--- config.mk ---
export PLATFORM = sky130hd
export DESIGN_NAME = booth_mul_8bits
export DESIGN_NICKNAME = d
export VERILOG_FILES = /design/src/rtl/booth_mul_8bits_pkg.sv /design/src/rtl/booth_mul_8bits_add_sub.sv /design/src/rtl/booth_mul_8bits.sv
export SDC_FILE = /design/constraint.sdc
export NUM_CORES = 1
export LEC_CHECK = 0
export CORE_MARGIN = 3
export CORE_UTILIZATION = 58
export DETAILED_ROUTE_END_ITERATION = 8
export PLACE_DENSITY = 0.85
export SYNTH_ARGS = -nofsm -noshare
export SYNTH_HDL_FRONTEND = slang
export SYNTH_HIERARCHICAL = 1
export SYNTH_SLANG_ARGS = --single-unit
--- constraint.sdc ---
create_clock -name clk -period 7.2 [get_ports clk]
set_input_delay 1.44 -clock clk [delete_from_list [all_inputs] [get_ports clk]]
set_output_delay 1.44 -clock clk [all_outputs]
set_load 0.1 [all_outputs]
--- src/rtl/booth_mul_8bits_pkg.sv ---
// Shared definitions for the radix-2 Booth multiplier: FSM encoding,
// operand width, iteration count and the true-sign helper.
package booth_mul_8bits_pkg;

    localparam int DATA_W     = 8;
    localparam int ITER_COUNT = 8;
    localparam int CNT_W      = 4;

    typedef enum logic [1:0] {
        IDLE = 2'b00,
        RUN  = 2'b01,
        DONE = 2'b10
    } state_e;

    // Sign of the mathematically exact add/subtract result. When the 8-bit
    // result overflows, its MSB is inverted relative to the true sign, so the
    // overflow flag flips it back. b_msb is the MSB of the effective (possibly
    // inverted) second operand.
    function automatic logic true_sign(input logic a_msb,
                                       input logic b_msb,
                                       input logic r_msb);
        logic ovf;
        ovf = (a_msb == b_msb) && (r_msb != a_msb);
        return r_msb ^ ovf;
    endfunction

endpackage

--- src/rtl/booth_mul_8bits_add_sub.sv ---
// 8-bit two's-complement adder/subtractor: result = a + b (sel=0) or a - b (sel=1).
module add_sub_8bits
    import booth_mul_8bits_pkg::*;
(
    input  logic [DATA_W-1:0] a,
    input  logic [DATA_W-1:0] b,
    input  logic              sel,
    output logic [DATA_W-1:0] result
);

    logic [DATA_W-1:0] b_eff_s;

    // Invert b for subtract; the carry-in of sel completes the two's complement.
    always_comb begin
        b_eff_s = sel ? ~b : b;
        result  = a + b_eff_s + {{(DATA_W-1){1'b0}}, sel};
    end

endmodule

--- src/rtl/booth_mul_8bits.sv ---
// Sequential radix-2 Booth multiplier, 8x8 signed -> 16-bit signed.
// One iteration per RUN cycle, 8 iterations, then a one-cycle DONE state.
module booth_mul_8bits
    import booth_mul_8bits_pkg::*;
(
    input  logic              clk,
    input  logic              rst,
    input  logic              start,
    input  logic [DATA_W-1:0] A,
    input  logic [DATA_W-1:0] B,
    output logic              busy,
    output logic              done,
    output logic [2*DATA_W-1:0] product
);

    localparam logic [CNT_W-1:0] LAST_ITER = CNT_W'(ITER_COUNT - 1);

    state_e              state_q, state_d;
    logic [DATA_W-1:0]   m_q, m_d;
    logic [DATA_W-1:0]   ac_q, ac_d;
    logic [DATA_W-1:0]   q_q, q_d;
    logic                q1_q, q1_d;
    logic [CNT_W-1:0]    cnt_q, cnt_d;
    logic                busy_q, busy_d;
    logic                done_q, done_d;
    logic [2*DATA_W-1:0] product_q, product_d;

    logic [DATA_W-1:0]   addsub_res_s;
    logic [DATA_W-1:0]   step_sum_s;
    logic                step_sign_s;
    logic [DATA_W-1:0]   ac_shift_s;
    logic [DATA_W-1:0]   q_shift_s;
    logic                q1_shift_s;

    // Operand a is the accumulator, b the multiplicand; Q[0] selects subtract
    // exactly in the {Q[0],Q_1}=10 case and add in the 01 case.
    add_sub_8bits u_add_sub (
        .a      (ac_q),
        .b      (m_q),
        .sel    (q_q[0]),
        .result (addsub_res_s)
    );

    // One Booth step: optional add/subtract, then arithmetic right shift of
    // {AC,Q,Q_1} with the true sign entering AC[7].
    always_comb begin
        case ({q_q[0], q1_q})
            2'b01, 2'b10: begin
                step_sum_s  = addsub_res_s;
                step_sign_s = true_sign(ac_q[DATA_W-1],
                                        m_q[DATA_W-1] ^ q_q[0],
                                        addsub_res_s[DATA_W-1]);
            end
            default: begin
                step_sum_s  = ac_q;
                step_sign_s = ac_q[DATA_W-1];
            end
        endcase
        ac_shift_s = {step_sign_s, step_sum_s[DATA_W-1:1]};
        q_shift_s  = {step_sum_s[0], q_q[DATA_W-1:1]};
        q1_shift_s = q_q[0];
    end

    // Next-state logic for the FSM, datapath registers and registered outputs.
    always_comb begin
        state_d   = state_q;
        m_d       = m_q;
        ac_d      = ac_q;
        q_d       = q_q;
        q1_d      = q1_q;
        cnt_d     = cnt_q;
        busy_d    = busy_q;
        done_d    = 1'b0;
        product_d = product_q;
        case (state_q)
            IDLE: begin
                if (start) begin
                    state_d = RUN;
                    m_d     = A;
                    q_d     = B;
                    ac_d    = {DATA_W{1'b0}};
                    q1_d    = 1'b0;
                    cnt_d   = {CNT_W{1'b0}};
                    busy_d  = 1'b1;
                end else begin
                    busy_d  = 1'b0;
                end
            end
            RUN: begin
                ac_d  = ac_shift_s;
                q_d   = q_shift_s;
                q1_d  = q1_shift_s;
                cnt_d = cnt_q + 4'd1;
                if (cnt_q == LAST_ITER) begin
                    state_d   = DONE;
                    busy_d    = 1'b0;
                    done_d    = 1'b1;
                    product_d = {ac_shift_s, q_shift_s};
                end else begin
                    busy_d    = 1'b1;
                end
            end
            DONE: begin
                state_d = IDLE;
                busy_d  = 1'b0;
            end
            default: begin
                state_d = IDLE;
                busy_d  = 1'b0;
            end
        endcase
    end

    // State and datapath registers with asynchronous clear.
    always_ff @(posedge clk or posedge rst) begin
        if (rst) begin
            state_q   <= IDLE;
            m_q       <= {DATA_W{1'b0}};
            ac_q      <= {DATA_W{1'b0}};
            q_q       <= {DATA_W{1'b0}};
            q1_q      <= 1'b0;
            cnt_q     <= {CNT_W{1'b0}};
            busy_q    <= 1'b0;
            done_q    <= 1'b0;
            product_q <= {(2*DATA_W){1'b0}};
        end else begin
            state_q   <= state_d;
            m_q       <= m_d;
            ac_q      <= ac_d;
            q_q       <= q_d;
            q1_q      <= q1_d;
            cnt_q     <= cnt_d;
            busy_q    <= busy_d;
            done_q    <= done_d;
            product_q <= product_d;
        end
    end

    assign busy    = busy_q;
    assign done    = done_q;
    assign product = product_q;

endmodule

## Yosys cells after proc, flatten, opt, wreduce, memory -nomap -nowiden

Index checks and enable logic that the tools add are counted.

- $add $sub $neg: 3
- Multipliers: 0
- Divide/modulo/power cells: 0
- $lt $le $gt $ge: 0
- Equality and inequality tests: 8
- Shift-type cells: 0
- Multiplexer cells: 19
- Bitwise gates (word level): 3
- Reductions and logical operators: 8

Operators with widths:

| operator | count |
|---|---|
| two-way mux 8 bit | 4 |
| one-hot mux 8 bit (2 select lines) | 2 |
| adder 8 x 1 -> 8 bit | 1 |
| adder 8 bit | 1 |
| NOT 8 bit | 1 |
| one-hot mux 4 bit (2 select lines) | 1 |
| AND reduction 2 bit | 4 |
| two-way mux 1 bit | 6 |
| adder 4 x 1 -> 4 bit, second input constant | 1 |
| equality test 2 x 1 -> 1 bit, second input constant | 2 |
| equality test 4 x 3 -> 1 bit, second input constant | 1 |
| two-way mux 2 bit | 2 |
| two-way mux 4 bit | 1 |
| != test 2 bit, second input constant | 2 |
| one-hot mux 1 bit (2 select lines) | 2 |
| one-hot mux 2 bit (2 select lines) | 1 |
| equality test 2 bit, second input constant | 1 |
| logical NOT 2 bit | 1 |
| nonzero test 2 bit | 1 |
| OR reduction 2 bit | 1 |
| XOR 1 bit | 2 |
| equality test 1 bit | 1 |
| logical AND 1 bit | 1 |
| != test 1 bit | 1 |

- Register bits after elaboration: 49
- Latch bits: 0
- Memory bits (writable): 0
- Memory bits (read-only): 0
- Bits of input ports: 19
- Output and inout port bits: 18
- Logic and storage cells: 50
- Memories kept: 0

## Longest topological paths before layout

Gate-level depths: netlist of run 1.

- Word-level depth: 9
- Mapped depth: 10

## Hierarchy

Netlist of run 1, hierarchy kept.

By module, submodules not included:

| module | times used | cells an instance | area each (sq um) |
|---|---|---|---|
| booth_mul_8bits | 1 | 175 | 2,127.0 |
| add_sub_8bits | 1 | 45 | 391.6 |

## Worst setup path after synthesis of run 1

OpenSTA, ideal clock, no wires.

- Kind: reg-to-reg
- Start: register q_q[0]
- End: register product_q[15] (netlist: product[15])
- Arrival time: 2,547 ps
- Setup slack: 4,518 ps
- Cell stages (with the launch flop): 11
- Path buffers: 1
- Period minus slack after synthesis: 2,682 ps
- Cell sequence: dfrtp_1 -> buf_6 -> xor2_1 -> ha_1 -> and4_1 -> a211o_1 -> o41ai_2 -> xnor2_1 -> and4bb_2 -> a221oi_1 -> a31oi_1

- Cells in the longest elaborated chain, start to end: 7

RTL lines:

| element | line | text |
|---|---|---|
| start, declared | booth_mul_8bits.sv:21 | `logic [DATA_W-1:0] q_q, q_d;` |
| start signal, assigned | booth_mul_8bits.sv:120 | `q_q <= {DATA_W{1'b0}};` |
| start signal, assigned | booth_mul_8bits.sv:130 | `q_q <= q_d;` |
| two-way mux 8 bit | booth_mul_8bits_add_sub.sv:15 | `b_eff_s = sel ? ~b : b;` |
| adder 8 bit | booth_mul_8bits_add_sub.sv:16 | `result = a + b_eff_s + {{(DATA_W-1){1'b0}}, sel};` |
| adder 8 x 1 -> 8 bit (*) | booth_mul_8bits_add_sub.sv:16 |  |
| net addsub_res_s[7] | booth_mul_8bits.sv:28 | `logic [DATA_W-1:0] addsub_res_s;` |
| != test 1 bit | booth_mul_8bits_pkg.sv:23 | `ovf = (a_msb == b_msb) && (r_msb != a_msb);` |
| logical AND 1 bit | booth_mul_8bits_pkg.sv:23 |  |
| XOR 1 bit (*) | booth_mul_8bits_pkg.sv:24 | `return r_msb ^ ovf;` |
| two-way mux 1 bit (*) | booth_mul_8bits.sv:47 | `case ({q_q[0], q1_q})` |
| end signal, assigned | booth_mul_8bits.sv:125 | `product_q <= {(2*DATA_W){1'b0}};` |
| end signal, assigned | booth_mul_8bits.sv:135 | `product_q <= product_d;` |
| end, declared | booth_mul_8bits.sv:26 | `logic [2*DATA_W-1:0] product_q, product_d;` |

The timed path passes the listed nets; every way through them passes the cells marked *.
A chain may end at the register's enable or synchronous reset.

## Final worst setup path of run 1

Same ends and word-level chain as after synthesis.

==> results_dict.tcl, run 1 <==
set metrics [dict create \
    outcome "finished, final reports clean" \
    grt_pass1_vias 1818 \
    cp_max_fo 16 \
    cts_resized 0 \
    worstSetupPathType "register to register" \
    drv_cap 0 \
    syn2layout_area_growth_pct 18.48 \
    clk_path_buf_depth 2 \
    synth_area_per_cell_um2 11.45 \
    fp.dieH_um 71.90 \
    path_cells "xor2_1, ha_1, and4_1, a211o_1, o41ai_2, xnor2_1, and4bb_2, a221oi_1, a31oi_1" \
    worst_slack_ps 3897 \
    whs_ps 511.0 \
    syn_area_um2 2519 \
    place.gp.congestion 0.8395 \
    htree_levels 2 \
    cp.arrival_ps 3450 \
    drc 0 \
    yosysWarningCount 6 \
    grt_pass1_wl_um 9149 \
    cts.repair_timing.setup_buffer_count 0 \
    start_util_pct 61.64 \
    die-area_um2 5169 \
    cp.required_ps 7350 \
    mostFrequentLayoutCells "dfrtp_1, clkdlybuf4s50_1, nand2_1, a21oi_1, mux2_2" \
    hold_class "register to register" \
    rsz0062_at_grt "false" \
    postSynthCellCount 220 \
    grt_max_degree 50 \
    layout_commonest_cell "dfrtp_1" \
    max_freq_mhz 302.8 \
    drtIter0Drc 142 \
    vias 1796 \
    cts_tree "done" \
    insertion_delay_ps 310 \
    portBuffers 36 \
    cp-start-kind "register" \
    synth.distinct_cells 47 \
    detail-route-antenna-nets 0 \
    cts.sinks 49 \
    tightest_slew_ps 987.0 \
    cts_hold_buf 0 \
    fin_tns_setup_ps 0 \
    slowest_stage "dfrtp_1" \
    grt_util_all_layers_pct 22.71 \
    ios 37 \
    slew_viol_final 0 \
    routed_wl_um 5218 \
    instances_no_fill 304 \
    antenna_found_initial 0 \
    worstSetupEndpointType "register" \
    coreArea_um2 4086 \
    dp.cells 296 \
    hold_violations 0 \
    chipWidth_um 71.90 \
    dr.pass1.iters 4 \
    insertedDiodeCount 0 \
    place_worst_setup_slack_ps 3574 \
    clockRootBuffer "clkbuf_8" \
    nets 280 \
    slew_headroom_pct 33.99 \
    finalSetupViolCount 0 \
    period_minus_slack_ps 3303 \
    clk_transition_reported_paths_ps 90 \
    detail_route.vias_per_cell 5.908 \
    yosysSeqAreaShare_pct 48.68 \
    synth_seq_cells 49 \
    skew_ps 6.107 \
    syn-num-nets 247 \
    row_count 23 \
    slowest_delay_ps 840 \
    wire_per_inst_um 17.16 \
    dp_hpwl_um 3568 \
    drive_gt1_share_pct 16.93 \
    fin_crit_sh_pct 45.88 \
    numCtsBuffers 5 \
    overflow 0 \
]
==> state kept, by name, summed over array words and instances, names as in the netlist <==
name     flops
product     16
done         1
busy         1
q1_q         1
cnt_q        4
state_q      2
m_q          8
q_q          8
ac_q         8
==> critical path: cells and delay by family (launching register included) <==
kind                     cells  cell delay [ps]
AO/OA/AOI/OAI                4             1080
flip-flops                   1              840
AND/OR/NAND/NOR              2              430
adder cells (fa/ha/maj)      1              310
XOR/XNOR                     2              490
==> per-stage QoR <==
step                area, um2  utilization, %
floorplan                2519               -
global placement         2893           70.79
detailed placement       2893           70.79
CTS                      2984           73.03
global route             2984           73.03
finish                   2984           73.03
==> per-layer routing <==
layer	global-route usage, %	routed length (um)	part of all wire (%)	vias to the layer above
met1	31.62	2375	46	899
met4	6.889	72	1.4	0
li1	-	-	-	856
met2	35.51	2585	50	35
met3	5.540	184	3.5	6
met5	0	0	0	-
==> final cells by class <==
type | count | area [um2]
clock buffer | 5 | 68.82
clock inverter | 3 | 22.52
fill | 308 | 1102
inverter | 3 | 11.26
multi-input combinational | 156 | 1217
sequential | 49 | 1226
tap | 50 | 62.56
timing repair buffer | 38 | 375.4
==> cell families after synthesis <==
logic type	count (synthesis)	share of synthesized area, %
AO/OA/AOI/OAI	66	17.98
XOR/XNOR	15	5.961
adder cells (fa/ha/maj)	8	4.272
buffers and inverters	15	2.981
flip-flops	49	48.68
multiplexers	25	10.88
AND/OR/NAND/NOR	42	9.240
==> worst paths after layout <==
| check | start | end | slack (ps) | cells after the start |
|---|---|---|---|---|
| hold / removal | product[3]$_DFFE_PP0P_ | product[3]$_DFFE_PP0P_ | 510 | 1 |
| setup / recovery | q_q[0]$_DFFE_PP0P_ | product[15]$_DFFE_PP0P_ | 3900 | 9 |
| max in group asynchronous | rst | q1_q$_DFFE_PP0P_ | 4910 | 2 |
| setup reg to reg | q_q[0]$_DFFE_PP0P_ | product[15]$_DFFE_PP0P_ | 3900 | 9 |
| min in group asynchronous | rst | product[7]$_DFFE_PP0P_ | 1690 | 2 |
| hold reg to reg | product[3]$_DFFE_PP0P_ | product[3]$_DFFE_PP0P_ | 510 | 1 |
==> cells in the mapped netlist, drive strengths merged <==
library cell	count	area, um2
a211o	1	8.760
a21o	3	23.77
a21oi	21	127.6
a221oi	2	17.52
a22o	2	17.52
a22oi	8	60.06
a31oi	1	6.260
and2	2	12.51
and2b	1	7.510
and3	1	6.260
and3b	1	8.760
and4	2	17.52
and4bb	1	12.51
buf	9	52.55
clkbuf	3	11.26
dfrtp	49	1226
fa	1	20.02
ha	7	87.58
inv	3	11.26
mux2	16	183.9
mux2i	9	90.09
nand2	16	60.06
nand2b	2	12.51
nand3	1	5.000
nand3b	1	7.510
nand4	1	6.260
nor2	2	7.510
nor2b	7	43.79
nor3	2	10.01
nor3b	2	15.01
o211ai	2	15.01
o21a	1	7.510
o21ai	20	118.9
o21bai	4	33.78
o41ai	1	16.27
xnor2	6	52.55
xor2	9	97.60
Power of run 1 is left out: the tool's default activity adds up to more than one toggle a clock period on the data nets, which glitch-free logic cannot reach.
==> run 2: changes to the inputs <==
--- a/config.mk
+++ b/config.mk
@@ -6,9 +6,9 @@
 export NUM_CORES = 1
 export LEC_CHECK = 0
 export CORE_MARGIN = 3
-export CORE_UTILIZATION = 58
+export CORE_UTILIZATION = 49
 export DETAILED_ROUTE_END_ITERATION = 8
-export PLACE_DENSITY = 0.85
+export PLACE_DENSITY = 0.76
 export SYNTH_ARGS = -nofsm -noshare
 export SYNTH_HDL_FRONTEND = slang
 export SYNTH_HIERARCHICAL = 1
==> constraint.sdc (replaced) <==
create_clock -name clk -period 2.66 [get_ports clk]
set_input_delay 0.532 -clock clk [delete_from_list [all_inputs] [get_ports clk]]
set_output_delay 0.532 -clock clk [all_outputs]
set_load 0.1 [all_outputs]
==> run 2 against run 1 <==
The run now ends with negative setup slack left. Sequential share of layout area shrank 2.1 points. Cell count grew 9.9%. Clock skew is 3.3 ps higher. Critical path type unchanged. First-iteration DRC count decreased by 54%. Critical path depth grew 1. Maximum frequency rose by 24%. Register-to-register slack worse by 3900 ps. Die area up 17%.
==> results_dict.tcl, run 2 (synthesis results as in run 1) <==
set metrics [dict create \
    htree_levels 2 \
    outcome "finished with violations" \
    syn2layout_area_growth_pct 24.94 \
    cp-start-kind "register" \
    grt_pass1_wl_um 9101 \
    worstSetupPathType "register to register" \
    grt_pass1_vias 1823 \
    mostFrequentLayoutCells "dfrtp_1, buf_4, clkdlybuf4s50_1, nand2_1, mux2_2" \
    post-route-cell-area_um2 3147 \
    antenna_found_initial 0 \
    fin_crit_sh_pct 100.1 \
    period_minus_slack_ps 2662 \
    cts_tree "done" \
    routed_wl_um 5349 \
    fin_tns_setup_ps -2.470 \
    die-area_um2 6037 \
    cts.sinks 49 \
    coreArea_um2 4848 \
    reg2reg_slack_ps -2 \
    portBuffers 36 \
    cts_hold_buf 0 \
    min-delay-start "cnt_q[3]$_DFFE_PP0P_" \
    finalSetupViolCount 1 \
    rsz0062_at_grt "true" \
    vias 1838 \
    largest_reg_flops 16 \
    detail-route-antenna-nets 0 \
    clockRootBuffer "clkbuf_8" \
    ios 37 \
    start_util_pct 51.95 \
    worst_slack_ps -2.470 \
    cp.arrival_ps 2830 \
    place.gp.congestion 0.9062 \
    timing.rr.end "ac_q[7]$_DFFE_PP0P_" \
    placed_cell_area_um2 2963 \
    drc 0 \
    violations "negative setup slack" \
    wire_per_inst_um 16.01 \
    drv_cap 0 \
    hold_class "register to register" \
    tightest_slew_ps 640.3 \
    clk_path_buf_depth 2 \
    dp_hpwl_um 3845 \
    hold_violations 0 \
    grt_max_degree 27 \
    timing.reg2reg.worst_path_depth 10 \
    hold_end "cnt_q[3]$_DFFE_PP0P_" \
    insertion_delay_ps 310 \
    cp_max_fo 6 \
    row_count 25 \
    fp.dieH_um 77.70 \
    clk_transition_reported_paths_ps 100 \
    insertedDiodeCount 0 \
    max_freq_mhz 375.6 \
    r2r-start "q_q[0]$_DFFE_PP0P_" \
    layout_commonest_cell "dfrtp_1" \
    nets 293 \
    grt_util_all_layers_pct 19.27 \
    drtIter0Drc 65 \
    drive_gt1_share_pct 29.96 \
    detail_route.vias_per_cell 5.503 \
    slew_viol_final 0 \
    skew_ps 9.410 \
    whs_path_depth 1 \
    dr.pass1.iters 4 \
    numCtsBuffers 5 \
    slew_headroom_pct 57.31 \
    worstSetupEndpointType "register" \
    cp.required_ps 2830 \
    place_worst_setup_slack_ps -68.06 \
    chipWidth_um 77.70 \
    overflow 0 \
    whs_ps 500.9 \
]
## run 2: worst max-delay path by stage
stage                       start                      end  cells past startpoint
6_report       q_q[0]$_DFFE_PP0P_      ac_q[7]$_DFFE_PP0P_                     10
5_1_grt        q_q[0]$_DFFE_PP0P_      ac_q[7]$_DFFE_PP0P_                     10
4_1_cts        q_q[0]$_DFFE_PP0P_      ac_q[7]$_DFFE_PP0P_                     10
3_5_place_dp   q_q[0]$_DFFE_PP0P_      ac_q[7]$_DFFE_PP0P_                     10
2_1_floorplan  q_q[0]$_DFFE_PP0P_  product[15]$_DFFE_PP0P_                     10
3_3_place_gp   q_q[0]$_DFFE_PP0P_  product[15]$_DFFE_PP0P_                      9
## run 2: critical path, cell delays in order, from the launching register on
cell      delay (ps)
dfrtp_2          480
xor2_1           190
ha_1             310
and4_1           220
a211o_1          340
o41ai_2          240
xnor2_1          140
buf_4            160
nor2b_4          120
o211ai_1         200
o211ai_1         110
## run 2: layer usage
| layer | track usage (%) | vias up | routed length (um) |
|---|---|---|---|
| met5 | 0 | - | 0 |
| met4 | 5.338 | 0 | 59 |
| li1 | - | 888 | - |
| met2 | 28.60 | 34 | 2522 |
| met1 | 28.11 | 912 | 2594 |
| met3 | 4.640 | 4 | 172 |
## run 2: what timing repair did
action	CTS	global route
resized for setup	2	5
setup buffers	0	3
setup endpoints to repair	4	4
pin swaps	1	1
## run 2: layout make-up
| cell class | count | area [um2] |
|---|---|---|
| clock inverter | 3 | 68.82 |
| clock buffer | 5 | 68.82 |
| fill | 388 | 1702 |
| inverter | 3 | 11.26 |
| tap | 67 | 83.83 |
| multi-input combinational | 156 | 1246 |
| timing repair buffer | 51 | 440.4 |
| sequential | 49 | 1227 |
## run 2: per-stage QoR
stage | util (%) | cells
finish | 64.90 | 334
floorplan | - | 220
global route | 64.90 | 334
CTS | 64.13 | 331
detailed placement | 61.11 | 323
global placement | 61.11 | 323
Power of run 2 is left out for the same reason.
==> run 3: changes to the inputs <==
--- a/config.mk
+++ b/config.mk
@@ -7,6 +7,7 @@
 export LEC_CHECK = 0
 export CORE_MARGIN = 3
 export CORE_UTILIZATION = 49
+export CTS_CLUSTER_DIAMETER = 30
 export DETAILED_ROUTE_END_ITERATION = 8
 export PLACE_DENSITY = 0.76
 export SYNTH_ARGS = -nofsm -noshare
==> results of run 3 <==
No change in the layout: final DEF, timing and power equal those of run 2.
Power of run 3 is left out for the same reason.
